**src/rtl/burst_seq_pkg.sv**
```systemverilog
// rtl/burst_seq_pkg.sv - shared types and constants for the burst address sequencer
//   state_t    : sequencer FSM states
//   MODE_*     : burst mode encodings carried on the mode input
//   hdr_bits() : serial header length (length field + address field)
package burst_seq_pkg;

  typedef enum logic [1:0] {
    S_IDLE,
    S_LOAD_HDR,
    S_ISSUE,
    S_DONE
  } state_t;

  localparam logic [1:0] MODE_SINGLE = 2'b00;
  localparam logic [1:0] MODE_INCR   = 2'b01;
  localparam logic [1:0] MODE_WRAP   = 2'b10;
  localparam logic [1:0] MODE_FIXED  = 2'b11;

  function automatic int hdr_bits(input int len_w, input int addr_w);
    return len_w + addr_w;
  endfunction

endpackage

```
**src/rtl/hdr_stp.sv**
```systemverilog
// rtl/hdr_stp.sv - serial-to-parallel header shift register with bit counter
//   clk, rst_n : clock, asynchronous active-low reset
//   clr        : hold the bit counter at zero (sequencer not collecting a header)
//   shift      : accept bit on this cycle
//   bit_in     : serial data, MSB first
//   word       : assembled header including the bit presented this cycle
//   full       : one-cycle pulse, high while the final header bit is being shifted
module hdr_stp #(
  parameter int W = 30
) (
  input  logic         clk,
  input  logic         rst_n,
  input  logic         clr,
  input  logic         shift,
  input  logic         bit_in,
  output logic [W-1:0] word,
  output logic         full
);

  localparam int CW = $clog2(W + 1);
  localparam logic [CW-1:0] LAST = CW'(W - 1);
  localparam logic [CW-1:0] ONE  = CW'(1);

  // Only W-1 bits are stored: the final bit is taken straight from bit_in so
  // the sequencer can load the header on the same edge that samples it.
  logic [W-2:0]  sr;
  logic [CW-1:0] cnt;

  assign word = {sr, bit_in};
  assign full = shift && (cnt == LAST);

  always_ff @(posedge clk or negedge rst_n) begin
    if (!rst_n) begin
      sr  <= '0;
      cnt <= '0;
    end else if (clr) begin
      cnt <= '0;
    end else if (shift) begin
      sr  <= word[W-2:0];
      cnt <= full ? '0 : cnt + ONE;
    end
  end

endmodule

```
**src/rtl/burst_seq_gen.sv**
```systemverilog
// rtl/burst_seq_gen.sv - burst address sequencer: serial header in, one address per beat out
//   clk, rst_n     : clock, asynchronous active-low reset
//   en             : global enable, 0 freezes all state
//   start, mode    : burst request and mode (single/incr/wrap/fixed)
//   abort          : synchronous abort back to idle
//   ser_in/valid   : serial header, length field then address field, MSB first
//   single_addr_in : address for single-beat transfers
//   addr_out/valid/ready : beat address handshake to the serialiser
//   beat_cnt       : beats accepted in current burst
//   busy, done, err: status (err = illegal wrap length, burst ran as incr)
module burst_seq_gen
  import burst_seq_pkg::*;
#(
  parameter int ADDR_W = 24,
  parameter int LEN_W  = 6,
  parameter int STEP   = 1
) (
  input  logic              clk,
  input  logic              rst_n,
  input  logic              en,
  input  logic              start,
  input  logic [1:0]        mode,
  input  logic              abort,
  input  logic              ser_in,
  input  logic              ser_valid,
  input  logic [ADDR_W-1:0] single_addr_in,
  output logic [ADDR_W-1:0] addr_out,
  output logic              addr_valid,
  input  logic              addr_ready,
  output logic [LEN_W:0]    beat_cnt,
  output logic              busy,
  output logic              done,
  output logic              err
);

  localparam int HW = hdr_bits(LEN_W, ADDR_W);
  localparam logic [ADDR_W-1:0] STEP_A = ADDR_W'(STEP);
  localparam logic [LEN_W:0]    ONE_L  = {{LEN_W{1'b0}}, 1'b1};

  state_t            state;
  logic [1:0]        mode_q;
  logic [LEN_W-1:0]  len_q;
  logic [LEN_W:0]    beats_left;

  logic [HW-1:0]     hdr_word;
  logic              hdr_full;
  logic [LEN_W-1:0]  hdr_len;
  logic [ADDR_W-1:0] hdr_addr;
  logic [LEN_W:0]    len_ext;
  logic              wrap_ok;

  logic [ADDR_W-1:0] addr_inc;
  logic [ADDR_W-1:0] mask;
  logic [ADDR_W-1:0] addr_next;

  hdr_stp #(.W(HW)) u_hdr (
    .clk    (clk),
    .rst_n  (rst_n),
    .clr    (state != S_LOAD_HDR),
    .shift  (en && !abort && ser_valid && (state == S_LOAD_HDR)),
    .bit_in (ser_in),
    .word   (hdr_word),
    .full   (hdr_full)
  );

  assign hdr_len  = hdr_word[HW-1 -: LEN_W];
  assign hdr_addr = hdr_word[ADDR_W-1:0];
  assign len_ext  = {1'b0, hdr_len};
  // Wrap needs a power-of-two beat count so len doubles as the offset mask.
  assign wrap_ok  = ((len_ext + ONE_L) & len_ext) == '0;

  always_comb begin
    addr_inc = addr_out + STEP_A;
    mask     = ADDR_W'(len_q);
    case (mode_q)
      MODE_FIXED: addr_next = addr_out;
      MODE_WRAP:  addr_next = (addr_out & ~mask) | (addr_inc & mask);
      default:    addr_next = addr_inc;
    endcase
  end

  always_ff @(posedge clk or negedge rst_n) begin
    if (!rst_n) begin
      state      <= S_IDLE;
      mode_q     <= MODE_SINGLE;
      len_q      <= '0;
      beats_left <= '0;
      addr_out   <= '0;
      addr_valid <= 1'b0;
      beat_cnt   <= '0;
      busy       <= 1'b0;
      done       <= 1'b0;
      err        <= 1'b0;
    end else if (abort) begin
      state      <= S_IDLE;
      addr_valid <= 1'b0;
      busy       <= 1'b0;
      done       <= 1'b0;
    end else if (en) begin
      done <= 1'b0;
      case (state)
        S_IDLE: begin
          if (start) begin
            beat_cnt <= '0;
            err      <= 1'b0;
            busy     <= 1'b1;
            mode_q   <= mode;
            if (mode == MODE_SINGLE) begin
              addr_out   <= single_addr_in;
              beats_left <= ONE_L;
              addr_valid <= 1'b1;
              state      <= S_ISSUE;
            end else begin
              state <= S_LOAD_HDR;
            end
          end
        end
        S_LOAD_HDR: begin
          if (hdr_full) begin
            addr_out   <= hdr_addr;
            len_q      <= hdr_len;
            beats_left <= len_ext + ONE_L;
            addr_valid <= 1'b1;
            state      <= S_ISSUE;
            if (mode_q == MODE_WRAP && !wrap_ok) begin
              err    <= 1'b1;
              mode_q <= MODE_INCR;
            end
          end
        end
        S_ISSUE: begin
          if (addr_valid && addr_ready) begin
            beat_cnt   <= beat_cnt + ONE_L;
            beats_left <= beats_left - ONE_L;
            addr_out   <= addr_next;
            if (beats_left == ONE_L) begin
              addr_valid <= 1'b0;
              done       <= 1'b1;
              state      <= S_DONE;
            end
          end
        end
        S_DONE: begin
          busy  <= 1'b0;
          state <= S_IDLE;
        end
        default: state <= S_IDLE;
      endcase
    end
  end

endmodule

```
**config.mk**
```make
export PLATFORM = sky130hd
export DESIGN_NAME = burst_seq_gen
export DESIGN_NICKNAME = d
export VERILOG_FILES = /design/src/rtl/burst_seq_pkg.sv /design/src/rtl/hdr_stp.sv /design/src/rtl/burst_seq_gen.sv
export SDC_FILE = /design/constraint.sdc
export NUM_CORES = 1
export LEC_CHECK = 0
export CORE_MARGIN = 2
export CORE_UTILIZATION = 40
export DETAILED_ROUTE_END_ITERATION = 10
export MAX_ROUTING_LAYER = met4
export SYNTH_ARGS = -nofsm -noshare
export SYNTH_HDL_FRONTEND = slang
export SYNTH_SLANG_ARGS = --single-unit
export TNS_END_PERCENT = 100
```
**constraint.sdc**
```tcl
create_clock -name clk -period 4.37 [get_ports clk]
set_input_delay 1.0925 -clock clk [delete_from_list [all_inputs] [get_ports clk]]
set_output_delay 1.0925 -clock clk [all_outputs]
set_load 0.01 [all_outputs]
```
### Word-level counts from Yosys, hierarchy flattened

Index checks and enable logic that the tools add are counted.

* RAM bits: 0
* memories: 0
* output and inout port bits: 35
* latch bits: 0
* word-level logic and storage cells: 120
* register bits after elaboration: 86
* memory bits (read-only): 0
* input port bits: 34

* order comparisons: 0
* mux-type cells: 50
* divide/modulo/power cells: 0
* add/subtract/negate cells: 5
* shift operators: 0
* multiply operators: 0
* reduce and logical (&&, ||, !) cells: 27
* equal/unequal tests: 19
* bitwise gates (word level): 7

Operator list (count)
* 24-bit 2-to-1 mux: 4
* 24-bit case mux with 3 select lines: 1
* 24-bit case mux with 2 select lines: 1
* 7-bit 2-to-1 mux: 6
* 24-bit by 1-bit adder with 24-bit output (second input constant): 1
* 24-bit bitwise AND: 1
* 24-bit by 6-bit bitwise AND with 24-bit output: 1
* 6-bit NOT with 24-bit output: 1
* 24-bit OR: 1
* 7-bit case mux with 3 select lines: 1
* 2-bit 2-to-1 mux: 10
* 1-bit 2-to-1 mux: 18
* 5-bit 2-to-1 mux: 3
* 7-bit case mux with 2 select lines: 1
* 7-bit AND reduction: 2
* 3-bit inequality test (second input constant): 4
* 5-bit AND reduction: 2
* 2-bit == test (second input constant): 4
* 2-bit inequality test (second input constant): 4
* 2-bit case mux with 4 select lines: 1
* 8-bit AND reduction: 1
* 2-bit nonzero test: 4
* 6-bit by 1-bit adder with 7-bit output (second input constant): 1
* 7-bit by 1-bit adder with 7-bit output (second input constant): 1
* other kinds (22): 34

### Longest topological paths before layout

Gate-level depths: netlist of run 1.

* word-level depth: 9
* gate-level depth with buffers: 9

### By module

A second synthesis of run 1 with hierarchy kept.

* cell total of the unflattened synthesis: 521
* area, all modules: 5049.8 µm²

Modules (own cells, without submodules)
* burst_seq_gen: cells an instance 427, area each 3643.5 µm², times used 1
* hdr_stp: cells an instance 94, area each 1406.3 µm², times used 1

### Worst setup path before layout of run 1

Ideal clock, no wire load.

* kind: input -> register
* start point: input port abort
* end point: register addr_out[18]
* slack: 1.817 ns
* path buffers: 1
* library setup time: 0.124 ns
* data required time: 4.246 ns
* cell stages on the path: 6
* arrival time: 2.429 ns
* path through: buf_2 > nand4b_4 > o21ai_4 > o2111ai_2 > mux2_2 > a211o_1

* cells in the longest elaborated chain, start to end: 7

Ends and longest elaborated chain
* from (decl): RTL line burst_seq_gen.sv:23 `input logic abort,`
* 1-bit logical NOT: RTL line burst_seq_gen.sv:60 `.shift (en && !abort && ser_valid && (state == S_LOAD_HDR)),`
* 1-bit logical AND (3 in series): RTL line burst_seq_gen.sv:60
* 1-bit logical AND: RTL line hdr_stp.sv:30 `assign full = shift && (cnt == LAST);`
* 2-bit by 1-bit inequality test with 1-bit output (no line)
* 8-bit AND reduction (no line) *
* to (signal assigned): RTL line burst_seq_gen.sv:109 `addr_out <= single_addr_in;`
* to (signal assigned): RTL line burst_seq_gen.sv:120 `addr_out <= hdr_addr;`
* to (signal assigned): RTL line burst_seq_gen.sv:135 `addr_out <= addr_next;`
* to (decl): RTL line burst_seq_gen.sv:27 `output logic [ADDR_W-1:0] addr_out,`

Mark *: on every way between the ends. The rest lies on a longest branch, timed or not.
A chain may end at the register's enable or synchronous reset.

### Worst setup path after layout of run 1

* start point: input port en
* end point: register addr_out[20]

* cells in the longest elaborated chain, start to end: 6

Ends and longest elaborated chain
* from (decl): RTL line burst_seq_gen.sv:20 `input logic en,`
* 1-bit logical AND (3 in series): RTL line burst_seq_gen.sv:60
* 1-bit logical AND: RTL line hdr_stp.sv:30
* 2-bit by 1-bit inequality test with 1-bit output (no line)
* 8-bit AND reduction (no line) *

Marks and branches as above.

==> summary.txt, run 1 <==
Number of synthesis warnings: 0
Avg Inst Size Synth: 9.51 um2
Shortest clock period the worst path allows after layout: 3140 ps
Result of the run: completed
Reg-to-Reg Start: state[1]$_DFFE_PN0P_
Source-to-sink clock delay at the later pin of the worst-skew pair: 360 ps
Launching instance or port of the critical path: en
Cell types occupying the most area after synthesis: sky130_fd_sc_hd__dfrtp_1 43%, sky130_fd_sc_hd__mux2_2 8.6%, sky130_fd_sc_hd__o21ai_0 4.3%
Post-Synthesis Net Count: 575
Die outline width: 116 um
Area of placed instances: 5800 um2
Combinational power share: 29.1%
Share of the synthesized area in the top cell type: 43.2%
DRC Markers: 0
Clock share of power: 29.8%
Peak fanout along the critical path: 16
Arrival time at the worst endpoint: 3440 ps
Main flop type after synthesis: sky130_fd_sc_hd__dfrtp_1
Number of levels the H-tree was split into: 3
Effective utilization at floorplan: 41.3%
Hold slack: 522 ps
Netlist area before placement: 4980 um2
Crit Path Category: input pin to flip-flop
Via count: 4360
Synth-to-layout area growth: 23.0%
Number of global-route vias before repair: 4238
Largest vdd supply drop: 0.194 mV
Per-cell via count in the routed design: 5.78
Number of non-filler instances in the completed layout: 754
Post-route ant nets: 0
Critical Path Sink Type: flip-flop
Nets@finish: 632
Critical path startpoint category: input pin
Final number of setup-violating endpoints: 0
PwrDens: 464 nW/um2
Count of inserted antenna diode cells: 0
Wire per inst: 17.6 um
Number of antenna violations at the first check in global routing: 0
Number of cells traversed by the worst hold path: 2
Clock tree from TritonCTS: yes
Core occupancy in the finished layout: 50.8%
Most frequent cell after synthesis: sky130_fd_sc_hd__dfrtp_1
Busiest grt layer: met2
Reported leakage power: 2.63 nW
Met1 capacity usage during global routing: 29.7%
Final standard cell area without fillers: 6120 um2
Highest clock rate: 318 MHz
Internal power summed over all cells: 1.85 mW
Core Box Area: 12100 um2
HPWL after detailed placement: 9.09 mm
Reg power frac: 41.1%
Hold_sp: beats_left[5]$_DFFE_PN0P_
Final period util: 72.0%
Seq cells post-synth: 86
Share of cells above drive strength 1: 13.0%
MaxCap Viol Count: 0
Distinct cells, synth: 62
Clock buffers created by TritonCTS: 9
First DRT Iteration DRCs: 370
GR Util All Layers: 21.7%
Endpoint, Worst Hold: beats_left[5]$_DFFE_PN0P_
Fin. Hold Viols: 0
Worst setup slack for register-to-register paths: 1580 ps
TritonCTS Sinks: 86
FFs w/ async S/R, synth: 100%
Post-synthesis instance total: 524
Met3 Resource Use GR: 2.98%
Worst Hold Class: flip-flop to flip-flop
Routing usage on met2: 33.0%
Library cell with the largest summed area after synthesis: sky130_fd_sc_hd__dfrtp_1
Reg-to-Reg End: addr_out[20]$_DFFE_PN0P_
Final GP Congestion: 0.864
Required time at the endpoint of the critical path: 4660 ps
Setup Total Neg Slack: 0 ps
Gr ovfl total: 0
Buffers inserted during post-CTS setup optimization: 0
Number of rows in the core area: 40
Largest net degree at the start of global routing: 77
Fin. max-slew vios: 0
Clock Root Buffer: sky130_fd_sc_hd__clkbuf_16
Share of synthesized area occupied by flip-flops and latches: 43.2%
Drt total wl: 13.3 mm
Cts-stage hold buffer count: 0
Transition time of the tightest slew-check pin: 992 ps
Setup repair after global routing missed its margin: false
Wire length of the first global-routing pass: 22.0 mm
First-pass detailed-route iteration total: 6
Clock Pin Slew Worst Setup and Hold Paths: 70 ps
Number of synthesized flops with an enable pin: 0
Post-cts repair resize count: 0
Leading post-synthesis cells by instance count: 86 x sky130_fd_sc_hd__dfrtp_1, 50 x sky130_fd_sc_hd__nor2_1, 43 x sky130_fd_sc_hd__o21ai_0
Die Footprint: 13400 um2
Port bufs: 68
Switch Pwr: 0.987 mW
Clock Tree Buf Depth: 2
Worst clock skew on the final layout: 10.4 ps
Die height: 116 um
Placed Cells: 738
Number of top-level design ports: 69
Fill cell total of the finished layout: 1091
Worst Reg-to-Reg Cells: 7
Share of total power consumed by net switching: 34.8%
Worst slew margin: 33.9%
==> through the flow <==
step / setup slack [ps] / power, mW
floorplan: 1820 / 1.57
global placement: 956 / 1.98
detailed placement: 894 / 2.00
CTS: 1250 / 2.86
global route: 988 / 3.00
finish: 1230 / 2.84
==> layout make-up <==
type	instances	area, um2	area share (%)
multi-input combinational	390	2640	43.1
sequential	86	2150	35.1
timing repair buffer	74	723	11.8
clock buffer	9	225	3.68
tap	168	210	3.43
clock inverter	7	97.6	1.59
inverter	20	75.1	1.23
==> flip-flops by register name, summed over array words and instances, names as in the netlist <==
name,cells
u_hdr.cnt,5
beat_cnt,7
u_hdr.sr,29
len_q,6
err,1
state,2
beats_left,7
addr_out,24
mode_q,2
busy,1
addr_valid,1
done,1
==> worst max path at each step <==
stage               depth (start not counted)                        to
floorplan                                   6  addr_out[18]$_DFFE_PN0P_
global placement                            6  addr_out[20]$_DFFE_PN0P_
detailed placement                          6  addr_out[20]$_DFFE_PN0P_
CTS                                         6  addr_out[20]$_DFFE_PN0P_
global route                                6  addr_out[20]$_DFFE_PN0P_
finish                                      6  addr_out[20]$_DFFE_PN0P_
==> power groups by stage <==
stage	Combinational (mW)	Sequential (mW)	Clock, mW
floorplan	0.411	1.16	0
finish	0.827	1.17	0.847
CTS	0.833	1.16	0.864
global placement	0.812	1.17	0
global route	0.908	1.19	0.897
detailed placement	0.829	1.17	0
==> cells by family after synthesis <==
group / after synthesis / synth area share [%]
compound gates: 133 / 18.2
xor+xnor: 11 / 1.93
fa+ha+maj: 17 / 4.27
buf+inv: 48 / 3.77
flops: 86 / 43.2
mux: 40 / 8.99
simple gates: 189 / 19.7
==> cell usage in the layout (no fill, tap or decap), types with 7 or more instances in the layout <==
cell type,instances
sky130_fd_sc_hd__o31ai_1,13
sky130_fd_sc_hd__nand3_1,20
sky130_fd_sc_hd__nand2_1,41
sky130_fd_sc_hd__ha_1,17
sky130_fd_sc_hd__o21ai_0,43
sky130_fd_sc_hd__mux2_2,38
sky130_fd_sc_hd__xor2_1,11
sky130_fd_sc_hd__a221oi_1,12
sky130_fd_sc_hd__clkbuf_16,9
sky130_fd_sc_hd__nor2_1,50
sky130_fd_sc_hd__buf_4,7
sky130_fd_sc_hd__a21oi_1,21
sky130_fd_sc_hd__dfrtp_1,86
sky130_fd_sc_hd__clkdlybuf4s50_1,67
sky130_fd_sc_hd__nand4_1,11
sky130_fd_sc_hd__nor3_1,23
sky130_fd_sc_hd__inv_1,20
==> critical path: stages <==
cell and delay [ps]:
sky130_fd_sc_hd__clkdlybuf4s50_1 690, sky130_fd_sc_hd__nand4b_4 170, sky130_fd_sc_hd__o21ai_4 290, sky130_fd_sc_hd__nand3_1 440, sky130_fd_sc_hd__a2111oi_0 560, sky130_fd_sc_hd__a211o_1 190
==> layer usage <==
| layer | wire length, um | vias up |
|---|---|---|
| li1 | - | 2041 |
| met1 | 6190 | 2152 |
| met2 | 6120 | 151 |
| met3 | 762 | 16 |
| met4 | 199 | 0 |
| met5 | 0 | - |
No activity file was read; power rests on OpenSTA's default activity.
==> inputs of run 2 (changes only) <==
==> constraint.sdc (replaced) <==
create_clock -name clk -period 3.1 [get_ports clk]
set_input_delay 0.775 -clock clk [delete_from_list [all_inputs] [get_ports clk]]
set_output_delay 0.775 -clock clk [all_outputs]
set_load 0.01 [all_outputs]
==> run 2 against run 1 <==
First-iteration DRC count is 24% lower. Cell count is 0.80% higher. Register-to-register slack worse by 880 ps. Clock skew down 0.74 ps. Sequential share of layout area fell by 0.10 points. Sequential power is 40% higher. Setup slack got worse by 740 ps. Total power increased by 35%. Core utilization rose by 0.15 points. Clock power grew 23%. Combinational power rose by 41%. Non-clock buffer count increased by 6. Critical endpoint is now addr_out[22]$_DFFE_PN0P_.
==> summary.txt, run 2 (synthesized netlist as in run 1, its figures left out) <==
Clock Pin Slew Worst Setup and Hold Paths: 70 ps (about the same)
Cts-stage hold buffer count: 0 (unchanged)
Clock buffers created by TritonCTS: 9 (unchanged)
Synth-to-layout area growth: 23.3% (was 23.0%)
First DRT Iteration DRCs: 280 (was 370)
Worst setup slack after layout: 484 ps (was 1230 ps)
Fin. max-slew vios: 0 (unchanged)
Clock share of power: 27.0% (was 29.8%)
Combinational power share: 30.4% (was 29.1%)
Via count: 4255 (was 4360)
Core Box Area: 12100 um2 (unchanged)
HPWL after detailed placement: 9.21 mm (was 9.09 mm)
Final number of setup-violating endpoints: 0 (unchanged)
Arrival time at the worst endpoint: 2850 ps (was 3440 ps)
Share of cells above drive strength 1: 13.9% (was 13.0%)
Number of global-route vias before repair: 4435 (was 4238)
Nets@finish: 638 (was 632)
PwrDens: 626 nW/um2 (was 464 nW/um2)
Clock Tree Buf Depth: 2 (unchanged)
Result of the run: completed (unchanged)
Required time at the endpoint of the critical path: 3340 ps (was 4660 ps)
First-pass detailed-route iteration total: 5 (was 6)
Slowest-stage cell, CP: sky130_fd_sc_hd__clkdlybuf4s50_1 (unchanged)
Source-to-sink clock delay at the later pin of the worst-skew pair: 350 ps (was 360 ps)
Setup repair after global routing missed its margin: false (unchanged)
Post-cts repair resize count: 0 (unchanged)
Number of rows in the core area: 40 (unchanged)
Reg-to-Reg Start: state[0]$_DFFE_PN0P_ (was state[1]$_DFFE_PN0P_)
Reported leakage power: 2.64 nW (was 2.63 nW)
Largest vdd supply drop: 0.308 mV (was 0.194 mV)
Count of inserted antenna diode cells: 0 (unchanged)
Buffers inserted during post-CTS setup optimization: 0 (unchanged)
Die outline width: 116 um (unchanged)
Number of antenna violations at the first check in global routing: 0 (unchanged)
Commonest cells after routing, fill and taps aside: 86 x sky130_fd_sc_hd__dfrtp_1, 67 x sky130_fd_sc_hd__clkdlybuf4s50_1, 50 x sky130_fd_sc_hd__nor2_1, 43 x sky130_fd_sc_hd__o21ai_0, 41 x sky130_fd_sc_hd__nand2_1 (unchanged)
Critical path startpoint category: input pin (unchanged)
Worst slew margin: 52.6% (was 33.9%)
Share of total power consumed by net switching: 36.0% (was 34.8%)
DRC Markers: 0 (unchanged)
Effective utilization at floorplan: 41.3% (unchanged)
Fill cell total of the finished layout: 1115 (was 1091)
Internal power summed over all cells: 2.46 mW (was 1.85 mW)
Most common cell after layout, fill and taps aside: sky130_fd_sc_hd__dfrtp_1 (unchanged)
Reg power frac: 42.6% (was 41.1%)
Top reg by flops: u_hdr.sr (unchanged)
Worst setup timing slack at the placement stage: 161 ps (was 894 ps)
Final GP Congestion: 0.857 (was 0.864)
Launching instance or port of the critical path: en (unchanged)
TritonCTS Sinks: 86 (unchanged)
Final period util: 84.4%
Largest registers in the final layout: u_hdr.sr (29), addr_out (24) (unchanged)
Wire length of the first global-routing pass: 21.9 mm (was 22.0 mm)
Peak fanout along the critical path: 32 (was 16)
Sequential cell area: 2150 um2 (unchanged)
Port bufs: 68 (unchanged)
Highest clock rate: 382 MHz
Combined area of the multi-input logic cells: 2640 um2 (unchanged)
Number of top-level design ports: 69 (unchanged)
Worst Hold Class: input pin to async pin (was flip-flop to flip-flop)
Hold slack: 372 ps (was 522 ps)
Worst Reg-to-Reg Cells: 7 (unchanged)
Critical Path End: addr_out[22]$_DFFE_PN0P_ (was addr_out[20]$_DFFE_PN0P_)
Number of levels the H-tree was split into: 3 (unchanged)
Transition time of the tightest slew-check pin: 705 ps (was 992 ps)
Reg-to-Reg End: addr_out[22]$_DFFE_PN0P_ (was addr_out[20]$_DFFE_PN0P_)
Shortest clock period the worst path allows after layout: 2620 ps
Die height: 116 um (unchanged)
Gr ovfl total: 0 (unchanged)
Worst clock skew on the final layout: 9.65 ps (was 10.4 ps)
Switch Pwr: 1.38 mW (was 0.987 mW)
Clock tree from TritonCTS: yes (unchanged)
Drt total wl: 13.0 mm (was 13.3 mm)
Crit Path Category: input pin to flip-flop (unchanged)
Cells along the critical path: clkdlybuf4s50_1 > nand4b_4 > o21ai_4 > o2111ai_2 > buf_4 > a221o_1 (was clkdlybuf4s50_1 > nand4b_4 > o21ai_4 > nand3_1 > a2111oi_0 > a211o_1)
GR Util All Layers: 21.6% (was 21.7%)
Clock Root Buffer: sky130_fd_sc_hd__clkbuf_16 (unchanged)
Worst setup slack for register-to-register paths: 700 ps (was 1580 ps)
Delay contributed by the slowest stage of the critical path: 720 ps (was 690 ps)
Fin. Hold Viols: 0 (unchanged)
Largest net degree at the start of global routing: 53 (was 77)
Setup Total Neg Slack: 0 ps (unchanged)
Per-cell via count in the routed design: 5.60 (was 5.78)
Flip-flop count of the largest register after layout: 29 (unchanged)
Die Footprint: 13400 um2 (unchanged)
MaxCap Viol Count: 0 (unchanged)
Wire per inst: 17.1 um (was 17.6 um)
Total design power: 3.84 mW (was 2.84 mW)
Post-route ant nets: 0 (unchanged)
Critical Path Sink Type: flip-flop (unchanged)
[run 2: changes by cell type in the layout (fill, tap and decap cells not counted)]
cell	before	now
sky130_fd_sc_hd__inv_6	1	2
sky130_fd_sc_hd__clkinv_4	1	2
sky130_fd_sc_hd__buf_4	7	12
sky130_fd_sc_hd__buf_12	0	1
sky130_fd_sc_hd__clkinvlp_4	2	3
sky130_fd_sc_hd__bufinv_16	2	0
sky130_fd_sc_hd__clkinv_2	1	0
[run 2: worst max-delay path: cells and delay by family]
family                 cells  cell delay [ps]
buffers and inverters      2             1000
and+or+nand+nor            1              170
AOI/OAI and AO/OA          3              890
[run 2: through the flow]
stage,std cells,cell area [um2],util [%]
2_1_floorplan,524,4980,-
5_1_grt,760,6140,50.9
3_5_place_dp,744,5860,48.6
6_report,760,6140,50.9
3_3_place_gp,744,5860,48.6
4_1_cts,760,6140,50.9
[run 2: worst min-delay path by stage]
stage	from	endpoint	slack (ps)	cells after the start
after floorplan	beats_left[5]$_DFFE_PN0P_	beats_left[5]$_DFFE_PN0P_	470	2
after global placement	len_q[3]$_DFFE_PN0P_	len_q[3]$_DFFE_PN0P_	500	1
after detailed placement	len_q[3]$_DFFE_PN0P_	len_q[3]$_DFFE_PN0P_	500	1
after CTS	rst_n	err$_DFFE_PN0P_	390	1
after global routing	rst_n	err$_DFFE_PN0P_	410	1
final	rst_n	err$_DFFE_PN0P_	370	1
[run 2: final cells by class]
cell class / count / share of cell area (%)
clock buffer: 9 / 3.67
clock inverter: 7 / 0.937
inverter: 20 / 1.22
multi-input combinational: 390 / 43.0
sequential: 86 / 35.0
tap: 168 / 3.42
timing repair buffer: 80 / 12.7
[run 2: per-layer routing]
layer | share of wire, % | track usage (%) | routed length [um]
met1 | 47 | 28.6 | 6080
met5 | 0 | - | 0
met4 | 2.1 | 9.40 | 276
met2 | 47 | 33.2 | 6070
met3 | 4.5 | 3.09 | 583
[run 2: power groups by stage]
stage / clock network [mW] / logic (mW) / registers, mW
2_1_floorplan: 0 / 0.579 / 1.63
5_1_grt: 1.12 / 1.29 / 1.68
3_5_place_dp: 0 / 1.17 / 1.65
3_3_place_gp: 0 / 1.15 / 1.64
6_report: 1.04 / 1.17 / 1.64
4_1_cts: 1.07 / 1.18 / 1.63
